File: src/rtl/sort_pkg.sv
// -----------------------------------------------------------------------------
// sort_pkg
// Shared types and constants for the sorting-network output path.
//
// Contents:
//   data_t      - one sorted word as produced by the sorting network (32 bits)
//   SORT_N      - number of words per sorted frame (10)
//   sort_idx_t  - beat / word index within a frame (4 bits, holds 0..9)
//   SORT_LAST   - index of the final word of a frame
//
// Optional feature macro used by the files importing this package:
//   SORT_ORDER_CHECK_EN - enables the monotonic-order checker.
// -----------------------------------------------------------------------------
package sort_pkg;

  typedef logic [31:0] data_t;

  localparam int SORT_N = 10;

  typedef logic [3:0] sort_idx_t;

  localparam sort_idx_t SORT_LAST = 4'(SORT_N - 1);

endpackage : sort_pkg

File: src/rtl/sort_order_check.sv
// -----------------------------------------------------------------------------
// sort_order_check
// Combinational monotonic checker over one frame of N words. The flag goes
// high when any adjacent pair is out of ascending (unsigned) order, i.e.
// words[k] > words[k+1] for some k in 0..N-2.
//
// Only compiled when SORT_ORDER_CHECK_EN is defined, so the default build
// contains no comparators at all.
//
// Parameters:
//   N  - number of words checked
//   W  - word width
// Ports:
//   words     input  N x W  frame words, index 0 expected smallest
//   unsorted  output 1      at least one adjacent pair is descending
// -----------------------------------------------------------------------------
`ifdef SORT_ORDER_CHECK_EN
module sort_order_check #(
  parameter int N = 10,
  parameter int W = 32
) (
  input  logic [W-1:0] words [N],
  output logic         unsorted
);

  // OR-reduce the N-1 adjacent unsigned comparisons into one flag.
  always_comb begin
    unsorted = 1'b0;
    for (int k = 0; k < N - 1; k++) begin
      if (words[k] > words[k+1]) begin
        unsorted = 1'b1;
      end
    end
  end

endmodule : sort_order_check
`endif

File: src/rtl/sort_stream_serializer.sv
// -----------------------------------------------------------------------------
// sort_stream_serializer
// Captures one frame of 10 sorted words from the combinational sorting network
// and replays it as a 10-beat valid/ready/last stream, one word per cycle.
//
// Parameters:
//   DATA_W   - word width, must match sort_pkg::data_t (32)
//   REVERSE  - 0: sort_0 emitted first (ascending); 1: sort_9 first
//
// Ports:
//   clk             input   clock, all state on the rising edge
//   rst             input   asynchronous active-high reset
//   in_valid        input   sorter outputs hold a valid frame
//   in_ready        output  frame is captured this cycle if in_valid is high
//   sort_0..sort_9  input   sorted words, DATA_W each
//   out_data        output  current serial word (register-driven only)
//   out_valid       output  out_data is valid
//   out_ready       input   consumer accepts the current beat
//   out_last        output  current beat is the 10th of the frame
//   out_idx         output  beat position 0..9 in emission order
//   order_err       output  sticky frame-order violation flag
//
// Optional feature macro:
//   SORT_ORDER_CHECK_EN - when defined, every captured frame is checked for
//   ascending order and order_err latches high on a violation. When undefined
//   order_err is tied low.
// -----------------------------------------------------------------------------
module sort_stream_serializer
  import sort_pkg::*;
#(
  parameter int DATA_W  = 32,
  parameter int REVERSE = 0
) (
  input  logic              clk,
  input  logic              rst,
  input  logic              in_valid,
  output logic              in_ready,
  input  logic [DATA_W-1:0] sort_0,
  input  logic [DATA_W-1:0] sort_1,
  input  logic [DATA_W-1:0] sort_2,
  input  logic [DATA_W-1:0] sort_3,
  input  logic [DATA_W-1:0] sort_4,
  input  logic [DATA_W-1:0] sort_5,
  input  logic [DATA_W-1:0] sort_6,
  input  logic [DATA_W-1:0] sort_7,
  input  logic [DATA_W-1:0] sort_8,
  input  logic [DATA_W-1:0] sort_9,
  output logic [DATA_W-1:0] out_data,
  output logic              out_valid,
  input  logic              out_ready,
  output logic              out_last,
  output logic [3:0]        out_idx,
  output logic              order_err
);

  localparam logic [0:0] ST_IDLE   = 1'b0;
  localparam logic [0:0] ST_STREAM = 1'b1;

  logic [0:0]        state;
  sort_idx_t         cnt;
  sort_idx_t         rd_idx;
  logic [DATA_W-1:0] buffer   [SORT_N];
  logic [DATA_W-1:0] in_words [SORT_N];
  logic              streaming;
  logic              last_beat;
  logic              beat_accept;
  logic              capture;

  // Gather the sorter's flat ports into an array so capture and the optional
  // checker can treat the frame uniformly.
  assign in_words[0] = sort_0;
  assign in_words[1] = sort_1;
  assign in_words[2] = sort_2;
  assign in_words[3] = sort_3;
  assign in_words[4] = sort_4;
  assign in_words[5] = sort_5;
  assign in_words[6] = sort_6;
  assign in_words[7] = sort_7;
  assign in_words[8] = sort_8;
  assign in_words[9] = sort_9;

  assign streaming   = (state == ST_STREAM);
  assign last_beat   = streaming && (cnt == SORT_LAST);
  assign beat_accept = streaming && out_ready;

  // We accept a new frame either when idle or on the very cycle the final
  // beat of the current frame is consumed, which gives bubble-free
  // back-to-back frames. rst gates it so in_ready drops with the async reset.
  assign in_ready = !rst && (!streaming || (last_beat && out_ready));
  assign capture  = in_valid && in_ready;

  // Descending order is just a mirrored read index into the same buffer.
  assign rd_idx = (REVERSE != 0) ? (SORT_LAST - cnt) : cnt;

  // All outputs come from state, counter and buffer registers; the sort_*
  // inputs never reach out_data combinationally.
  assign out_valid = streaming;
  assign out_data  = streaming ? buffer[rd_idx] : '0;
  assign out_idx   = cnt;
  assign out_last  = last_beat;

  // Control FSM and beat counter. A capture always wins: it restarts the
  // counter whether we were idle or finishing the previous frame. The counter
  // only advances on an accepted beat, so a stalled beat holds everything.
  always_ff @(posedge clk or posedge rst) begin
    if (rst) begin
      state <= ST_IDLE;
      cnt   <= '0;
    end else if (capture) begin
      state <= ST_STREAM;
      cnt   <= '0;
    end else if (beat_accept) begin
      if (last_beat) begin
        state <= ST_IDLE;
        cnt   <= '0;
      end else begin
        cnt <= cnt + sort_idx_t'(1);
      end
    end
  end

  // Frame buffer. Loaded only on capture, and capture is impossible mid-frame,
  // so a frame being streamed is never overwritten.
  always_ff @(posedge clk or posedge rst) begin
    if (rst) begin
      for (int k = 0; k < SORT_N; k++) begin
        buffer[k] <= '0;
      end
    end else if (capture) begin
      for (int k = 0; k < SORT_N; k++) begin
        buffer[k] <= in_words[k];
      end
    end
  end

`ifdef SORT_ORDER_CHECK_EN
  logic order_bad;

  sort_order_check #(
    .N (SORT_N),
    .W (DATA_W)
  ) u_order_check (
    .words    (in_words),
    .unsorted (order_bad)
  );

  // Sticky violation flag: the incoming frame is checked at the moment it is
  // captured, so the flag rises one cycle after a bad capture and stays high
  // until reset.
  always_ff @(posedge clk or posedge rst) begin
    if (rst) begin
      order_err <= 1'b0;
    end else if (capture && order_bad) begin
      order_err <= 1'b1;
    end
  end
`else
  assign order_err = 1'b0;
`endif

endmodule : sort_stream_serializer

File: config.mk
export PLATFORM = sky130hd
export DESIGN_NAME = sort_stream_serializer
export DESIGN_NICKNAME = d
export VERILOG_FILES = /design/src/rtl/sort_pkg.sv /design/src/rtl/sort_order_check.sv /design/src/rtl/sort_stream_serializer.sv
export SDC_FILE = /design/constraint.sdc
export NUM_CORES = 1
export LEC_CHECK = 0
export BUFFER_PORTS_ARGS = -buffer_cell sky130_fd_sc_hd__buf_4
export CORE_UTILIZATION = 30
export CTS_CLUSTER_SIZE = 20
export DETAILED_ROUTE_END_ITERATION = 6
export PLACE_DENSITY = 0.6
export SYNTH_ARGS = -nofsm -noshare
export SYNTH_HDL_FRONTEND = slang
export SYNTH_HIERARCHICAL = 1
export SYNTH_SLANG_ARGS = --single-unit
File: constraint.sdc
create_clock -name clk -period 13.4 [get_ports clk]
set_input_delay 0.67 -clock clk [delete_from_list [all_inputs] [get_ports clk]]
set_output_delay 0.67 -clock clk [all_outputs]
set_load 0.01 [all_outputs]
==> results of run 1 <==
[worst max-delay path, cell delays in order (launching register included)]
cell and delay, ns:
sky130_fd_sc_hd__dfrtp_4 0.51, sky130_fd_sc_hd__buf_4 0.72, sky130_fd_sc_hd__ha_1 0.28, sky130_fd_sc_hd__and3b_4 0.21, sky130_fd_sc_hd__a21boi_2 0.09, sky130_fd_sc_hd__nor2_4 0.14, sky130_fd_sc_hd__buf_12 0.68, sky130_fd_sc_hd__buf_12 0.78
sky130_fd_sc_hd__mux2_4 0.36
[logic make-up (layout without fill, tap and decap cells)]
kind of cell	count (synthesis)	in the layout	share of synthesized area [%]
flip-flops	325	325	49.3
other	1	8	0.0227
XOR/XNOR	1	1	0.0531
adder cells (fa/ha/maj)	2	2	0.152
buffers and inverters	79	446	5.62
AO/OA/AOI/OAI	102	102	4.38
multiplexers	449	449	39.2
AND/OR/NAND/NOR	45	45	1.24
[where the power goes]
part	internal (mW)	leakage [nW]	switching [mW]
Sequential	1.46	3.99	0.294
Clock	0.703	0.673	0.432
Combinational	1.26	4.91	0.970
[cell type report]
type                    instances  area share [%]
flip-flops and latches        325            39.3
multi-input cells             600            35.9
repair buffers                375            13.8
clock buffers                  57            5.68
well taps                     696            4.21
clock inverters                11           0.889
inverters                       3          0.0907
diodes                          7          0.0846
[layer usage]
metal / up-vias / global-route usage (%)
met2: 278 / 28.2
met3: 62 / 4.73
met1: 4916 / 23.6
met4: 0 / 5.80
li1: 4384 / -
met5: - / 0
[state kept, by name, indices dropped and copies added, names as in the netlist]
signal / cells
buffer: 320
out_idx: 4
out_valid: 1
[worst paths after layout]
check / cells past startpoint / from / to / slack, ns
worst min-delay path: 2 / rst / buffer[266]$_DFFE_PP0N_ / 0.24
worst max register to register: 8 / out_idx[0]$_DFFE_PP0P_ / buffer[39]$_DFFE_PP0N_ / 9.05
worst min register to register: 1 / buffer[121]$_DFFE_PP0N_ / buffer[121]$_DFFE_PP0N_ / 0.51
min in group clk: 2 / sort_9[6] / buffer[6]$_DFFE_PP0N_ / 0.35
worst max-delay path: 8 / out_idx[0]$_DFFE_PP0P_ / buffer[39]$_DFFE_PP0N_ / 9.05
max in group asynchronous: 3 / rst / buffer[226]$_DFFE_PP0N_ / 11.74
[Yosys cell counts]
cell type / n
sky130_fd_sc_hd__dfrtp_1: 325
sky130_fd_sc_hd__mux2_4: 300
sky130_fd_sc_hd__mux2i_1: 65
sky130_fd_sc_hd__mux2_2: 52
sky130_fd_sc_hd__nand2_1: 34
sky130_fd_sc_hd__o21ai_0: 34
sky130_fd_sc_hd__buf_12: 33
sky130_fd_sc_hd__a21boi_0: 32
sky130_fd_sc_hd__a221oi_1: 32
sky130_fd_sc_hd__mux4_2: 32
sky130_fd_sc_hd__clkbuf_1: 18
sky130_fd_sc_hd__buf_2: 9
sky130_fd_sc_hd__buf_4: 8
sky130_fd_sc_hd__buf_6: 7
sky130_fd_sc_hd__inv_1: 3
sky130_fd_sc_hd__and2_1: 2
sky130_fd_sc_hd__ha_1: 2
sky130_fd_sc_hd__nand2b_1: 2
sky130_fd_sc_hd__o22ai_1: 2
sky130_fd_sc_hd__a21boi_2: 1
sky130_fd_sc_hd__a21o_1: 1
sky130_fd_sc_hd__and3b_4: 1
sky130_fd_sc_hd__buf_1: 1
sky130_fd_sc_hd__conb_1: 1
sky130_fd_sc_hd__nor2_1: 1
sky130_fd_sc_hd__nor2_4: 1
sky130_fd_sc_hd__nor2b_1: 1
sky130_fd_sc_hd__nor3_1: 1
sky130_fd_sc_hd__nor3b_1: 1
sky130_fd_sc_hd__or2_2: 1
sky130_fd_sc_hd__xnor2_1: 1
==> impl_summary.txt, run 1 <==
----------------------------------------------------
[Status]
  Status ... finished clean

[Floorplanning]
  Std cell rows ... 85
  Die area ... between 50000 and 60000 sq um
  Num ports ... approximately 360
  Starting Density ... 30.5%
  Chip Width ... between 200 and 250 um
  Standard cell core area ... between 50000 and 60000 sq um
  DIE HEIGHT ... approximately 240 um

[Clock network]
  Clock tree from TritonCTS ... done
  Post-CTS Resized ... 0
  Clock-pin transition on the worst setup and hold timing paths ... 0.06 ns
  Cell at the root of the clock tree ... sky130_fd_sc_hd__clkbuf_16
  Quantity of hold-fixing buffers added after cts ... 0
  Number of clock sinks ... 325
  H-tree level count ... 2
  Worst-case clock buffer depth ... 3
  CTS buffer count ... 39
  Buffer count from post-CTS setup fixing ... 0
  Insertion delay of the later-clocked pin in the worst-skew pair ... approximately 0.55 ns

[Detailed routing]
  Vias ... approximately 9600
  Highest metal layer used by the detailed router ... met4
  Met2 WL ... 23.4 mm
  Final ANT Viol Nets ... 0
  DRC marker count from the first detailed-route iteration ... 470
  Detailed-routing iteration count for the pre-antenna-repair pass ... 6
  Detail-routed net length per standard cell ... between 20 and 25 um
  Post-detailed-route via-to-cell ratio ... 4.65
  M1 WL ... about 22 mm
  Total met3 wirelength after detailed routing ... approximately 3.2 mm
  Post-Route WL ... 49.5 mm
  # DRC ... 0

[Synth]
  Largest cells by area after synthesis ... sky130_fd_sc_hd__dfrtp_1 (49%), sky130_fd_sc_hd__mux2_4 (27%), sky130_fd_sc_hd__mux4_2 (4.4%)
  Avg Inst Size Synth ... between 15 and 20 sq um
  Cell accounting for the most synthesized area ... sky130_fd_sc_hd__dfrtp_1
  Yosys synthesis warning count ... 6
  Synth Net Count ... around 1300
  Number of different library cells in the post-synthesis netlist ... 31
  Sequential share of the synthesized area ... approximately half
  Share of Yosys cell area claimed by the top area cell type ... around 49%
  Netlist area before placement ... between 15000 and 20000 sq um
  Synthesized netlist cell count ... 1004
  Number of storage elements in the synthesis netlist ... 325

[Finish]
  Post-Layout Inst Area ... roughly 21000 sq um
  Area used by multi-input combinational logic ... roughly 7400 sq um
  Most common cell after layout, fill and taps aside ... sky130_fd_sc_hd__buf_4
  Proportion of layout cells with a drive suffix above 1 ... between 60% and 70%
  Commonest non-fill, non-tap cells in the layout ... sky130_fd_sc_hd__buf_4 (372), sky130_fd_sc_hd__dfrtp_1 (322), sky130_fd_sc_hd__mux2_4 (300)
  Number of nets at the end of the flow ... approximately 1700
  Area occupied by registers ... 8140 sq um
  P&R area growth vs syn ... 25.6%
  Post-layout util ... 38.3%
  Number of standard cells in the layout, taps in and fillers out ... 2074
  Fill cell instance count of the final layout ... 5080

[Pwr]
  Total leakage power ... ~9.6 nW
  Total power density per cell area ... 247 nW/um^2
  Maximum vdd ir drop ... 0.000112 V
  Total power ... 5.11 mW

[Timing]
  Share of the cycle needed by the critical path after routing ... between 30% and 40%
  Rel. slew slack ... 25.1%
  Worst slack on hold paths ... 0.243 ns
  Number of endpoints failing setup at the final stage ... 0
  Minimum clock period after layout ... roughly 4.4 ns
  Post-route worst setup slack ... 9.05 ns
  Setup repair after global routing missed its margin ... false
  Highest achievable clock rate ... roughly 230 MHz
  Post-route clock skew ... ~0.012 ns
  Worst Max-Slew Pin Slew ... ~1.1 ns
  Setup Total Neg Slack ... 0 ns
  Hold violation count in the final report ... 0
  Max-slew violation count ... 0

[Place]
  Port Buffer Count ... between 300 and 400
  Hpwl dp ... 34.7 mm
  Placed cell area ... about 19000 sq um
  Worst-case setup slack after placement ... about 9 ns
  Post-placement cell count ... 1999
  Final weighted congestion of routability-driven global placement ... ~0.79

[Worst setup path]
  Required time at the worst-slack endpoint ... between 10 and 15 ns
  Crit path max fanout ... approximately 140
  Type of element capturing the critical path ... register
  Worst path arrival time ... 4.78 ns
  Nature of the critical path startpoint ... register
  Type of the worst setup path ... reg -> reg

[Global routing]
  Sum of overflow across all layers after global routing ... 0
  Initial antenna violation count ... 6
  Largest net degree at the start of global routing ... 154
  First-pass GRT wire length ... ~73 mm
  Total routing usage reported by global routing ... between 10% and 20%
  Via count of the first global-routing pass ... roughly 11000

[Hold path]
  Hold/Removal Path Class ... in -> async

[Run]
  Number of max-cap violations ... 0

----------------------------------------------------
No activity file was read; power rests on OpenSTA's default activity.
==> run 2: changes to the inputs <==
==> constraint.sdc (replaced) <==
create_clock -name clk -period 4.4 [get_ports clk]
set_input_delay 0.22 -clock clk [delete_from_list [all_inputs] [get_ports clk]]
set_output_delay 0.22 -clock clk [all_outputs]
set_load 0.01 [all_outputs]
==> impl_summary.txt, run 2 (synthesis results as in run 1) <==
----------------------------------------------------
[Place]
  Port Buffer Count ... roughly 360
  Post-placement cell count ... between 2000 and 2500
  Placed cell area ... around 19000 sq um
  Final weighted congestion of routability-driven global placement ... between 0.8 and 0.9
  Worst-case setup slack after placement ... about 1.1 ns
  Hpwl dp ... roughly 37 mm

[Worst setup path]
  CP top delay family ... compound AO/OA/AOI/OAI gates
  Type of element capturing the critical path ... output port
  Most used cell along the critical path ... sky130_fd_sc_hd__buf_4
  Capturing point of the worst reg2reg path ... buffer[120]$_DFFE_PP0N_
  Critical path, cell by cell ... buf_12, buf_4, mux2i_1, a221oi_1, o21ai_0, a21boi_0, buf_4
  Bufs and invs on worst path ... 3
  Crit path max fanout ... ~40
  Type of the worst setup path ... reg -> out
  Worst path arrival time ... between 3 and 4 ns
  Internal reg-to-reg setup slack ... approximately 1.5 ns
  Cell count of the worst reg-to-reg path ... 9
  Origin of the worst setup path ... out_idx[0]$_DFFE_PP0P_
  Maximum cell stage delay along the critical path ... ~0.77 ns
  Required time at the worst-slack endpoint ... 4.18 ns
  Reg2reg start ... out_idx[1]$_DFFE_PP0P_
  Instance count on the critical path ... 7
  Nature of the critical path startpoint ... register
  Crit path max-delay cell type ... sky130_fd_sc_hd__dfrtp_4
  Worst Setup EP ... out_data[18]

[Timing]
  Worst Max-Slew Pin Slew ... between 1 and 1.5 ns
  Minimum clock period after layout ... ~3.6 ns
  Post-route worst setup slack ... approximately 0.76 ns
  Post-route clock skew ... ~0.012 ns
  Highest achievable clock rate ... 274 MHz
  Number of endpoints failing setup at the final stage ... 0
  Worst slack on hold paths ... approximately 0.12 ns
  Rel. slew slack ... 17.9%
  Setup repair after global routing missed its margin ... false
  Max-slew violation count ... 0
  Hold violation count in the final report ... 0
  Share of the cycle needed by the critical path after routing ... 82.8%
  Setup Total Neg Slack ... 0 ns

[Finish]
  P&R area growth vs syn ... 46.1%
  Post-layout util ... between 40 and 50%
  Proportion of layout cells with a drive suffix above 1 ... around half
  Commonest non-fill, non-tap cells in the layout ... sky130_fd_sc_hd__buf_4 (378), sky130_fd_sc_hd__dlygate4sd3_1 (323), sky130_fd_sc_hd__dfrtp_1 (321)
  Post-Layout Inst Area ... 24100 sq um
  Top register by number of flip-flops ... buffer
  Most common cell after layout, fill and taps aside ... sky130_fd_sc_hd__buf_4
  Number of standard cells in the layout, taps in and fillers out ... 2409
  Largest register FFs ... 320
  Number of nets at the end of the flow ... 2004

[Clock network]
  Buffer count from post-CTS setup fixing ... 0
  Clock tree from TritonCTS ... done
  Clock-pin transition on the worst setup and hold timing paths ... about 0.060 ns
  CTS buffer count ... 39
  Quantity of hold-fixing buffers added after cts ... ~320
  Number of clock sinks ... 325
  H-tree level count ... 2
  Insertion delay of the later-clocked pin in the worst-skew pair ... approximately 0.55 ns
  Post-CTS Resized ... 0
  Cell at the root of the clock tree ... sky130_fd_sc_hd__clkbuf_16
  Worst-case clock buffer depth ... 3

[Detailed routing]
  Detailed-routing iteration count for the pre-antenna-repair pass ... 4
  Vias ... ~11000
  Post-Route WL ... ~54 mm
  # DRC ... 0
  Final ANT Viol Nets ... 0
  Detail-routed net length per standard cell ... between 20 and 25 um
  DRC marker count from the first detailed-route iteration ... between 600 and 700
  Post-detailed-route via-to-cell ratio ... roughly 4.6

[Global routing]
  First-pass GRT wire length ... around 80 mm
  Via count of the first global-routing pass ... 12239
  Initial antenna violation count ... 9
  Sum of overflow across all layers after global routing ... 0
  Largest net degree at the start of global routing ... 168
  Total routing usage reported by global routing ... 19.2%

[Floorplanning]
  Standard cell core area ... about 54000 sq um
  Starting Density ... 30.5%
  Std cell rows ... between 80 and 90
  Die area ... around 56000 sq um
  DIE HEIGHT ... around 240 um
  Num ports ... around 360
  Chip Width ... around 240 um

[Run]
  Number of max-cap violations ... 0

[Pwr]
  Total leakage power ... roughly 11 nW
  Maximum vdd ir drop ... around 0.00024 V
  Total power ... 16.1 mW
  Total power density per cell area ... about 670 nW/um^2

[Hold path]
  Hold/Removal Path Class ... in -> reg

[Status]
  Status ... finished clean

----------------------------------------------------
run 2: layout make-up:
type                            count  area, sq um
Multi-Input combinational cell    600         7440
Sequential cell                   325         8140
Fill cell                        4728        29900
Clock buffer                       54         1120
Clock inverter                     16          244
Tap cell                          696          871
Timing Repair Buffer              709         6230
Inverter                            3         15.0
Antenna cell                        6         15.0
run 2: worst min path at each step:
| stage | start | to | slack [ns] | depth (start not counted) |
|---|---|---|---|---|
| 2_1_floorplan | sort_9[0] | buffer[0]$_DFFE_PP0N_ | 0.37 | 1 |
| 3_3_place_gp | sort_1[3] | buffer[259]$_DFFE_PP0N_ | 0.45 | 2 |
| 3_5_place_dp | sort_3[27] | buffer[219]$_DFFE_PP0N_ | 0.45 | 2 |
| 4_1_cts | rst | buffer[292]$_DFFE_PP0N_ | 0.005 | 3 |
| 5_1_grt | out_ready | out_idx[3]$_DFFE_PP0P_ | 0.15 | 4 |
| 6_report | out_ready | out_idx[0]$_DFFE_PP0P_ | 0.12 | 4 |
run 2: layer usage:
metal  vias up  track usage, %  share of wire (%)
met1      5657            25.8                 45
met2       327            30.2                 46
met3        86            3.89                5.1
met5         -               0                  0
met4         0            7.97                3.8
li1       5041               -                  -
run 2: tightest hold or removal path, stage by stage:
cell                      delay [ns]
sky130_fd_sc_hd__buf_4          0.12
sky130_fd_sc_hd__nand2_1        0.06
sky130_fd_sc_hd__or2_2          0.15
sky130_fd_sc_hd__mux2i_1        0.07
run 2: power breakdown:
| part | total (mW) | leakage [nW] | internal [mW] | switching (mW) |
|---|---|---|---|---|
| clock | 3.49 | 0.660 | 2.14 | 1.34 |
| sequential | 5.49 | 3.99 | 4.44 | 1.05 |
| combinational | 7.09 | 6.32 | 4.08 | 3.00 |
| total | 16.1 | 11.0 | 10.7 | 5.40 |
==> run 3: changes to the inputs <==
==> constraint.sdc (replaced) <==
create_clock -name clk -period 3.45 [get_ports clk]
set_input_delay 0.1725 -clock clk [delete_from_list [all_inputs] [get_ports clk]]
set_output_delay 0.1725 -clock clk [all_outputs]
set_load 0.01 [all_outputs]
==> impl_summary.txt, run 3 (synthesis results as in run 1) <==
----------------------------------------------------
[Floorplanning]
  Die area ... approximately 56000 sq um
  Num ports ... roughly 360
  DIE HEIGHT ... between 200 and 250 um
  Std cell rows ... 85
  Starting Density ... a little under a third
  Chip Width ... around 240 um
  Standard cell core area ... ~54000 sq um

[Clock network]
  H-tree level count ... 2
  CTS buffer count ... 39
  Insertion delay of the later-clocked pin in the worst-skew pair ... between 0.5 and 0.6 ns
  Number of clock sinks ... roughly 330
  Buffer count from post-CTS setup fixing ... 0
  Clock tree from TritonCTS ... done
  Cell at the root of the clock tree ... sky130_fd_sc_hd__clkbuf_16
  Clock-pin transition on the worst setup and hold timing paths ... about 0.060 ns
  Worst-case clock buffer depth ... 3

[Place]
  Final weighted congestion of routability-driven global placement ... between 0.8 and 0.9
  Hpwl dp ... around 37 mm
  Worst-case setup slack after placement ... roughly 0.62 ns
  Port Buffer Count ... around 360

[Timing]
  Max-slew violation count ... 0
  Setup repair after global routing missed its margin ... false
  Number of endpoints failing setup at the final stage ... 0
  Share of the cycle needed by the critical path after routing ... 95.2%
  Post-route worst setup slack ... ~0.17 ns
  Worst Max-Slew Pin Slew ... roughly 0.68 ns
  Setup Total Neg Slack ... 0 ns
  Rel. slew slack ... a little over half
  Highest achievable clock rate ... between 300 and 400 MHz
  Post-route clock skew ... ~0.011 ns
  Minimum clock period after layout ... roughly 3.3 ns
  Hold violation count in the final report ... 0

[Worst setup path]
  Type of the worst setup path ... reg -> out
  Type of element capturing the critical path ... output port
  Bufs and invs on worst path ... 3
  Instance count on the critical path ... 7
  Most used cell along the critical path ... sky130_fd_sc_hd__buf_4
  Cell count of the worst reg-to-reg path ... 8
  Nature of the critical path startpoint ... register
  Crit path max fanout ... 67
  Critical path, cell by cell ... buf_16, mux2i_1, a221oi_1, buf_4, o21ai_0, a21boi_0, buf_4
  Maximum cell stage delay along the critical path ... roughly 0.59 ns
  Worst path arrival time ... 3.11 ns
  Required time at the worst-slack endpoint ... 3.28 ns
  Crit path max-delay cell type ... sky130_fd_sc_hd__dfrtp_4
  CP top delay family ... compound AO/OA/AOI/OAI gates

[Hold path]
  Cells on Worst Hold Path ... 4
  Hold/Removal Path Class ... in -> reg

[Finish]
  Commonest non-fill, non-tap cells in the layout ... sky130_fd_sc_hd__buf_4 (402), sky130_fd_sc_hd__dlygate4sd3_1 (323), sky130_fd_sc_hd__dfrtp_1 (321)
  Top register by number of flip-flops ... buffer
  Proportion of layout cells with a drive suffix above 1 ... around 50%
  Largest register FFs ... 320
  Number of nets at the end of the flow ... 2030
  P&R area growth vs syn ... 47.0%
  Most common cell after layout, fill and taps aside ... sky130_fd_sc_hd__buf_4

[Global routing]
  Sum of overflow across all layers after global routing ... 0
  Initial antenna violation count ... 8
  Via count of the first global-routing pass ... roughly 13000
  Largest net degree at the start of global routing ... 115
  First-pass GRT wire length ... a little over 80 mm
  Total routing usage reported by global routing ... approximately a fifth

[Detailed routing]
  Detail-routed net length per standard cell ... 22.3 um
  Vias ... around 11000
  Detailed-routing iteration count for the pre-antenna-repair pass ... 4
  Post-Route WL ... 54.1 mm
  DRC marker count from the first detailed-route iteration ... 511
  Post-detailed-route via-to-cell ratio ... about 4.6
  Final ANT Viol Nets ... 0
  # DRC ... 0

[Status]
  Status ... finished clean

[Pwr]
  Total power density per cell area ... about 850 nW/um^2
  Total leakage power ... around 11 nW
  Maximum vdd ir drop ... 0.000464 V

[Run]
  Number of max-cap violations ... 0

----------------------------------------------------
-- run 3: cell count changes in the layout (fill, tap and decap cells not counted), moves of 2 or more --
cell | before | now
sky130_fd_sc_hd__diode_2 | 6 | 2
sky130_fd_sc_hd__clkinvlp_4 | 5 | 2
sky130_fd_sc_hd__clkinv_2 | 5 | 7
sky130_fd_sc_hd__clkbuf_16 | 41 | 39
sky130_fd_sc_hd__buf_4 | 378 | 402
sky130_fd_sc_hd__clkbuf_8 | 5 | 7
-- run 3: final cells by class --
class,count,area [sq um]
fillers,4715,29800
flip-flops and latches,325,8140
multi-input cells,600,7440
repair buffers,735,6460
clock buffers,53,1100
well taps,696,871
clock inverters,14,201
inverters,3,15.0
diodes,2,5.00
-- run 3: worst paths after layout --
kind | start | end | slack (ns)
setup / recovery | out_idx[0]$_DFFE_PP0P_ | out_data[2] | 0.17
hold / removal | out_ready | out_idx[0]$_DFFE_PP0P_ | 0.08
setup reg to reg | out_idx[0]$_DFFE_PP0P_ | buffer[62]$_DFFE_PP0N_ | 0.80
hold reg to reg | buffer[295]$_DFFE_PP0N_ | buffer[295]$_DFFE_PP0N_ | 0.50
max in group asynchronous | rst | buffer[39]$_DFFE_PP0N_ | 2.13
min in group asynchronous | rst | buffer[307]$_DFFE_PP0N_ | 0.29
-- run 3: timing repair --
| item | 4_1_cts | 5_1_grt |
|---|---|---|
| pin swaps | 0 | 0 |
| endpoints found under the hold margin | 340 | 0 |
| gates resized for setup | 1 | 1 |
| setup endpoints to repair | 1 | 1 |
| hold buffers | 323 | 0 |
-- run 3: report_power, final --
part | switching, mW | total, mW | internal [mW]
combinational | 3.97 | 9.43 | 5.45
sequential | 1.18 | 6.84 | 5.66
clock | 1.68 | 4.28 | 2.60
total | 6.83 | 20.5 | 13.7
-- run 3: worst reg2reg max path: cells and delay by family (launching register included) --
kind / cells / cell delay (ns)
flip-flops: 1 / 0.59
AND/OR/NAND/NOR: 2 / 0.38
buffers and inverters: 3 / 0.95
AO/OA/AOI/OAI: 1 / 0.09
adder cells (fa/ha/maj): 1 / 0.21
multiplexers: 1 / 0.32
-- run 3: per-layer routing --
metal / track usage, % / vias to the layer above / wire [um]
met1: 26.2 / 5647 / 24300
li1: - / 5091 / -
met4: 7.10 / 4 / 1750
met2: 30.9 / 364 / 25300
met3: 3.74 / 98 / 2690
met5: 0 / - / 26
-- run 3: through the flow --
| stage | util [%] | std cells | area, sq um | total power, mW | hold WS (ns) |
|---|---|---|---|---|---|
| finish | 44.8 | 2428 | 24200 | 20.5 | 0.0784 |
| global route | 44.8 | 2428 | 24200 | 21.6 | 0.0896 |
| global placement | 36.4 | 2036 | 19700 | 16.0 | 0.274 |
| detailed placement | 36.4 | 2036 | 19700 | 16.1 | 0.271 |
| CTS | 44.8 | 2426 | 24200 | 20.9 | 0.0390 |
| floorplan | - | 1004 | 16500 | 12.3 | 0.321 |
